<file path="config.mk">
export PLATFORM = sky130hd
export DESIGN_NAME = cache_flush_walker
export DESIGN_NICKNAME = d
export VERILOG_FILES = /design/src/rtl/cache_flush_walker.sv
export SDC_FILE = /design/constraint.sdc
export NUM_CORES = 1
export LEC_CHECK = 0
export BUFFER_PORTS_ARGS = -buffer_cell sky130_fd_sc_hd__buf_2
export CELL_PAD_IN_SITES_DETAIL_PLACEMENT = 2
export CELL_PAD_IN_SITES_GLOBAL_PLACEMENT = 2
export CORE_UTILIZATION = 32
export DETAILED_ROUTE_END_ITERATION = 8
export PLACE_DENSITY_LB_ADDON = 0.25
export SLEW_MARGIN = 15
export SYNTH_ARGS = -nofsm -noshare
export SYNTH_HDL_FRONTEND = slang
export SYNTH_SLANG_ARGS = --single-unit
</file>
<file path="constraint.sdc">
create_clock -name clk -period 2.8 [get_ports clk]
set_clock_uncertainty 0.2 [all_clocks]
set_input_delay 0.42 -clock clk [delete_from_list [all_inputs] [get_ports clk]]
set_output_delay 0.42 -clock clk [all_outputs]
set_load 0.02 [all_outputs]
</file>
<file path="src/rtl/cache_flush_walker.sv">
// rtl/cache_flush_walker.sv - full-cache flush sequencer: walks sets/ways and writes back valid dirty lines
module cache_flush_walker #(
    parameter int NUMWAYS  = 4,
    parameter int NUMLINES = 128,
    parameter int SETLEN   = 7
) (
    input  logic               clk,
    input  logic               reset,
    input  logic               FlushStart,
    output logic [SETLEN-1:0]  FlushSet,
    output logic               FlushReadEn,
    input  logic [NUMWAYS-1:0] DirtyWay,
    input  logic [NUMWAYS-1:0] ValidWay,
    output logic [NUMWAYS-1:0] FlushWay,
    output logic               WbReq,
    input  logic               WbReady,
    output logic               ClearDirty,
    output logic               FlushBusy,
    output logic               FlushDone
);

    typedef enum logic [2:0] {
        IDLE,
        READ,
        CAPTURE,
        SELECT,
        WB,
        CLEAR,
        DONE
    } flush_state_t;

    localparam logic [SETLEN-1:0] LASTSET = SETLEN'(NUMLINES - 1);

    flush_state_t        state;
    flush_state_t        stateNext;
    logic [SETLEN-1:0]   setNext;
    logic [NUMWAYS-1:0]  wayNext;
    logic [NUMWAYS-1:0]  PendingMask;
    logic [NUMWAYS-1:0]  maskNext;
    logic [NUMWAYS-1:0]  lowestPending;

    // Two's-complement trick isolates the lowest set bit, so ways drain in ascending order.
    assign lowestPending = PendingMask & (~PendingMask + NUMWAYS'(1));

    always_ff @(posedge clk) begin
        if (reset) begin
            state       <= IDLE;
            FlushSet    <= '0;
            FlushWay    <= '0;
            PendingMask <= '0;
        end else begin
            state       <= stateNext;
            FlushSet    <= setNext;
            FlushWay    <= wayNext;
            PendingMask <= maskNext;
        end
    end

    always_comb begin
        stateNext   = state;
        setNext     = FlushSet;
        wayNext     = FlushWay;
        maskNext    = PendingMask;
        FlushReadEn = 1'b0;
        WbReq       = 1'b0;
        ClearDirty  = 1'b0;
        FlushDone   = 1'b0;
        FlushBusy   = (state != IDLE);

        unique case (state)
            IDLE: begin
                if (FlushStart) begin
                    setNext   = '0;
                    stateNext = READ;
                end
            end
            READ: begin
                FlushReadEn = 1'b1;
                stateNext   = CAPTURE;
            end
            CAPTURE: begin
                // Array data for FlushSet is valid only in this cycle.
                maskNext  = DirtyWay & ValidWay;
                stateNext = SELECT;
            end
            SELECT: begin
                if (PendingMask == '0) begin
                    if (FlushSet == LASTSET) begin
                        stateNext = DONE;
                    end else begin
                        setNext   = FlushSet + SETLEN'(1);
                        stateNext = READ;
                    end
                end else begin
                    wayNext   = lowestPending;
                    stateNext = WB;
                end
            end
            WB: begin
                WbReq = 1'b1;
                if (WbReady) begin
                    stateNext = CLEAR;
                end
            end
            CLEAR: begin
                ClearDirty = 1'b1;
                maskNext   = PendingMask & ~FlushWay;
                wayNext    = '0;
                stateNext  = SELECT;
            end
            DONE: begin
                FlushDone = 1'b1;
                setNext   = '0;
                stateNext = IDLE;
            end
            default: begin
                stateNext = IDLE;
            end
        endcase
    end

endmodule
</file>
==> reports/results.tsv, run 1 <==
metric	value	unit
cap_viol_max_count	0	
initial_utilization	0.3355	
synth_cells	113	
rsz0062_at_grt	false	
r2r_cells	4	
antenna_found_initial	0	
diodes	0	
vias_per_cell	5.321	
timing.rr.start	state[0]	
clockRootBuffer	clkbuf_4	
cts_buffers	3	
final_nets	155	
path_max_fanout	13	
wl	2.800	mm
die_height	58.35	µm
drt_iter0_drc	22	
post-route-util	0.3942	
synth.distinct_cells	36	
min_period	2.214	ns
status	finished, final reports clean	
synth_seq_cells	18	
grt_pass1_wl	4.733	mm
portBuffers	27	
fin_crit_sh	0.7907	
drc	0	
yosysWarnings	0	
tightest_slew	0.4540	ns
worstPathCellList	nand3_1 > inv_1 > buf_2	
synth_largest_area_cell	dfxtp_1	
htree_levels	1	
endpoint_kind	output pin	
ant_nets	0	
gp_congestion	0.6914	
place_inst	181	
boundaryPins	28	
netlist_top_cells_count	dfxtp_1 (18), nand3_1 (18), nand2_1 (13)	
avgSynthCellArea	8.991	µm²
grt_usage	0.1863	
seq_area_frac_synth	0.3547	
multi_input_comb_area	598.1	µm²
start_kind	flip-flop	
ir_drop	166.9	µV
worstPathBufferInverterCount	2	
layout_setup_ws	0.5861	ns
clk_pin_slew	0.10	ns
hp-class	primary input to flip-flop	
startpoint	state[0]	
post_cts_resize_count	0	
cts_tree	yes	
ys_top_cells_by_area	dfxtp_1 (35%), nand3_1 (8.9%), a21oi_1 (5.9%)	
setup_tns	0	ns
syn_area	1016	µm²
synth-edff-count	0	
setup_viol	0	
grt_max_degree	15	
post-place-ws	0.7450	ns
required	2.18	ns
slowest_delay	0.62	ns
n_fill_cell	352	
clock_path_buffers	2	
cts_hold_buf	0	
crit_slowest_cell	dfxtp_1	
relSlewSlack	0.6950	
syn_nets	126	
fmax	0.4517	GHz
path_depth	3	
hpwl	2.235	mm
powerDensity	423.8	nW/µm²
netlist.area_leader.share	0.3547	
drive_gt1_frac	0.2929	
area_delta_synth_final	17.49	%
seq_area	360.3	µm²
fp.dieArea	3404	µm²
clock_sinks	18	
synth-async-reset-ratio	0	
slew_viol_final	0	
worst_path_dominant_cell_family	flip-flops	
detailedRoute.firstPassIterationCount	4	
rows	20	
rrSetupSlack	0.76	ns
core-area	3028	µm²
fin_cells	184	
endpoint	ClearDirty	
via_count	979	
fp.dieW	58.35	µm
hold_viol	0	
path_class	flip-flop to output pin	
grt_pass1_vias	1019	
p_leak	0.4789	nW
r2r-end	FlushSet[5]	
grt-ovfl-total	0	
worstSkewPairLatency	0.30	ns
avgRoutedWirePerCell	15.22	µm
synth_ff_type	dfxtp_1	
cp_data_arrival_time	1.59	ns
cts_setup_buffers	0	
-- stage by stage --
step | instance area, µm² | total power [W] | hold WS (ns)
3_5_place_dp | 1171 | 0.0003781 | 0.2905
2_1_floorplan | 1016 | 0.0003523 | 0.2891
4_1_cts | 1194 | 0.0005109 | 0.1564
5_1_grt | 1194 | 0.0005352 | 0.1625
3_3_place_gp | 1171 | 0.0003734 | 0.2906
6_report | 1194 | 0.0005059 | 0.1609
-- cells by family (layout without fill, tap and decap cells) --
| logic type | Yosys count | count (layout) | synth area share |
|---|---|---|---|
| adders and majority gates | 1 | 1 | 0.01231 |
| AOI/OAI and AO/OA | 28 | 28 | 0.2118 |
| muxes | 3 | 3 | 0.02956 |
| buffers and inverters | 9 | 36 | 0.05665 |
| and+or+nand+nor | 54 | 54 | 0.3350 |
| DFF | 18 | 18 | 0.3547 |
-- power by group --
part	switching (W)	internal, W
Sequential	0.0000170	0.000263
Combinational	0.0000546	0.0000372
Clock	0.0000842	0.0000502
Total	0.000156	0.000350
-- per-layer routing --
| layer | part of all wire | track usage |
|---|---|---|
| met5 | 0 | 0 |
| met4 | 0.015 | 0.07143 |
| met3 | 0.039 | 0.02637 |
| met2 | 0.52 | 0.3448 |
| met1 | 0.42 | 0.2163 |
-- layout make-up --
| cell class | instances | area share |
|---|---|---|
| clock buffer | 3 | 0.01887 |
| sequential | 18 | 0.3019 |
| tap | 44 | 0.04612 |
| inverter | 6 | 0.01887 |
| timing repair buffer | 27 | 0.1132 |
| multi-input combinational | 86 | 0.5011 |
-- how the worst min path moves through the flow --
stage,start,cells after the start,slack (ns),to
final,ValidWay[3],3,0.16,PendingMask[3]
after floorplan,reset,1,0.29,PendingMask[2]
after detailed placement,FlushWay[1],2,0.29,FlushWay[1]
after CTS,ValidWay[3],3,0.16,PendingMask[3]
after global routing,ValidWay[3],3,0.16,PendingMask[3]
after global placement,FlushSet[6],1,0.29,FlushSet[6]
-- placed cells by master, fill, tap and decap left out, drive strengths merged, types with 4 or more instances in the layout --
master / instances
nand3: 18
nor2: 4
a21oi: 12
buf: 27
nor3: 4
dfxtp: 18
nand2: 13
inv: 6
nand2b: 4
-- worst register-to-register path, stage by stage, from the launching register on --
cell	delay (ns)
dfxtp_1	0.62
and3b_1	0.48
o211ai_4	0.20
a211oi_2	0.27
mux2i_1	0.20
-- registers in the layout (all words and copies together), names as in the netlist --
register and count:
FlushSet 7, PendingMask 4, FlushWay 4, state 3
No activity file was read; power rests on OpenSTA's default activity.
==> run 2, diff against run 1 <==
--- a/config.mk
+++ b/config.mk
@@ -8,7 +8,7 @@
 export BUFFER_PORTS_ARGS = -buffer_cell sky130_fd_sc_hd__buf_2
 export CELL_PAD_IN_SITES_DETAIL_PLACEMENT = 2
 export CELL_PAD_IN_SITES_GLOBAL_PLACEMENT = 2
-export CORE_UTILIZATION = 32
+export CORE_UTILIZATION = 27
 export DETAILED_ROUTE_END_ITERATION = 8
 export PLACE_DENSITY_LB_ADDON = 0.25
 export SLEW_MARGIN = 15
==> constraint.sdc (replaced) <==
create_clock -name clk -period 2 [get_ports clk]
set_clock_uncertainty 0.2 [all_clocks]
set_input_delay 0.3 -clock clk [delete_from_list [all_inputs] [get_ports clk]]
set_output_delay 0.3 -clock clk [all_outputs]
set_load 0.02 [all_outputs]
==> run 2 against run 1 <==
  * Via count grew 1.3%
  * First-iteration DRC count rose by 100%
  * Utilization is 3.5 points lower
  * Register-to-register slack lost 0.52 ns
  * Count of clock-buffer cells in the layout unchanged
  * Cell count increased by 3.3%
  * Global-route usage is 1.5 points lower
  * Power increased by 54%
  * Worst hold slack lost 0.059 ns
  * Largest power group unchanged
==> reports/results.tsv, run 2 (synthesis gave the netlist of run 1 again) <==
metric	value	unit	change
fmax	0.5427	GHz	
worstSkewPairLatency	0.25	ns	-0.05 ns
ir_drop	414.0	µV	+150%
hp-class	primary input to flip-flop		
post_cts_resize_count	0		unchanged
p_leak	0.5073	nW	+5.9%
fp.dieW	63.34	µm	+8.6%
status	finished, final reports clean		
required	1.50	ns	-0.68 ns
cap_viol_max_count	0		unchanged
drive_gt1_frac	0.3194		+0.02659
core-area	3468	µm²	+15%
largest_register_ffs	7		unchanged
grt_usage	0.1710		-0.01527
endpoint_kind	output pin		
slowest_delay	0.51	ns	-0.11 ns
grt_max_degree	15		unchanged
avgRoutedWirePerCell	16.32	µm	+7.2%
slew_viol_final	0		unchanged
final_cell_mix	buf_2 (27), nand3_1 (18), dfxtp_1 (17), nand2_1 (13), a21oi_1 (12)		
rrSetupSlack	0.24	ns	-0.52 ns
fin_crit_sh	0.9214		
diodes	0		unchanged
via_count	992		+1.3%
worstPathCellList	buf_4 > nand3_1 > inv_1 > buf_2		
tightest_slew	0.4778	ns	+0.02378 ns
final_common_cell	buf_2		
post-route-util	0.3593		-0.03491
r2r_cells	5		+1
portBuffers	27		unchanged
die_height	63.34	µm	+8.6%
vias_per_cell	5.221		-1.9%
cts_buffers	3		unchanged
whs_endpoint	PendingMask[3]		
final_nets	159		+2.6%
setup_viol	0		unchanged
timing.rr.start	state[0]		
min_delay_path_depth	3		unchanged
boundaryPins	28		unchanged
crit_slowest_cell	dfxtp_1		
hpwl	2.404	mm	+7.6%
drc	0		unchanged
cp_data_arrival_time	1.34	ns	-0.25 ns
fin_total_pwr	0.0007793	W	+54%
cts_setup_buffers	0		unchanged
largest_registers	FlushSet x7, FlushWay x4, PendingMask x4		
layout_setup_ws	0.1573	ns	-0.4289 ns
hold_viol	0		unchanged
rsz0062_at_grt	false		
path_max_fanout	9		-4
grt-ovfl-total	0		unchanged
clk_pin_slew	0.07	ns	-0.03 ns
drt_iter0_drc	45		+100%
grt_pass1_wl	5.395	mm	+14%
powerDensity	625.3	nW/µm²	+48%
hp-start	ValidWay[3]		
post-place-ws	0.2306	ns	-0.5144 ns
antenna_found_initial	0		unchanged
worstPathBufferInverterCount	3		+1
rows	21		+5.0%
gp_congestion	0.7452		+7.8%
regMostFlops	FlushSet		
clockRootBuffer	clkbuf_8		
cts_hold_buf	0		unchanged
setup_tns	0	ns	unchanged
initial_utilization	0.2929		-0.04261
grt_pass1_vias	1104		+8.3%
worst_path_dominant_cell_family	flip-flops		
ant_nets	0		unchanged
r2r-end	FlushSet[1]		
detailedRoute.firstPassIterationCount	4		unchanged
min_period	1.843	ns	
clock_path_buffers	2		unchanged
htree_levels	1		unchanged
relSlewSlack	0.6790		-0.01597
cts_tree	yes		
wl	3.100	mm	+11%
path_class	flip-flop to output pin		
area_delta_synth_final	22.66	%	
clock_sinks	18		unchanged
fp.dieArea	4012	µm²	+18%
start_kind	flip-flop		
[run 2: cell count changes in the layout (fill, tap and decap cells not counted)]
| cell | change |
|---|---|
| buf_4 | +4 |
| clkbuf_4 | -3 |
| clkbuf_8 | +3 |
| dfxtp_1 | -1 |
| dfxtp_2 | +1 |
[run 2: area by class of cell]
type	count	area, µm²
repair buffers	31	165.2
flip-flops and latches	18	361.6
multi-input cells	86	598.1
clock buffers	3	41.29
inverters	6	22.52
well taps	46	57.56
fillers	421	2222
[run 2: tightest hold or removal path: stages]
cell and delay, ns:
buf_2 0.09, nand3_1 0.06, a21oi_1 0.06
[run 2: report_power, final]
group          internal [W]  switching [W]  leakage (nW)  total, W
combinational     0.0000568      0.0000829         0.340  0.000140
clock              0.000134       0.000117        0.0216  0.000251
sequential         0.000368      0.0000207         0.146  0.000389
total              0.000559       0.000221         0.507  0.000779
[run 2: through the flow]
step	instances	hold WS, ns	instance area [µm²]
5_1_grt	190	0.1212	1246
3_3_place_gp	187	0.2794	1204
6_report	190	0.1024	1246
2_1_floorplan	113	0.1691	1016
3_5_place_dp	187	0.2874	1204
4_1_cts	190	0.1006	1245
[run 2: routing by layer]
metal | global-route usage | part of all wire | vias up
met5 | 0 | 0 | -
met4 | 0.02557 | 0.0061 | 0
met3 | 0.04167 | 0.040 | 2
met2 | 0.3019 | 0.49 | 19
met1 | 0.2115 | 0.46 | 491
li1 | - | - | 480
[run 2: how the worst max path moves through the flow]
stage,start,endpoint,slack [ns],cells after the start
5_1_grt,state[0],ClearDirty,0.05,4
3_5_place_dp,state[0],FlushSet[6],0.23,4
3_3_place_gp,state[0],FlushSet[6],0.31,4
2_1_floorplan,FlushSet[0],FlushSet[6],0.30,5
4_1_cts,state[2],WbReq,0.05,3
6_report,state[0],ClearDirty,0.16,4
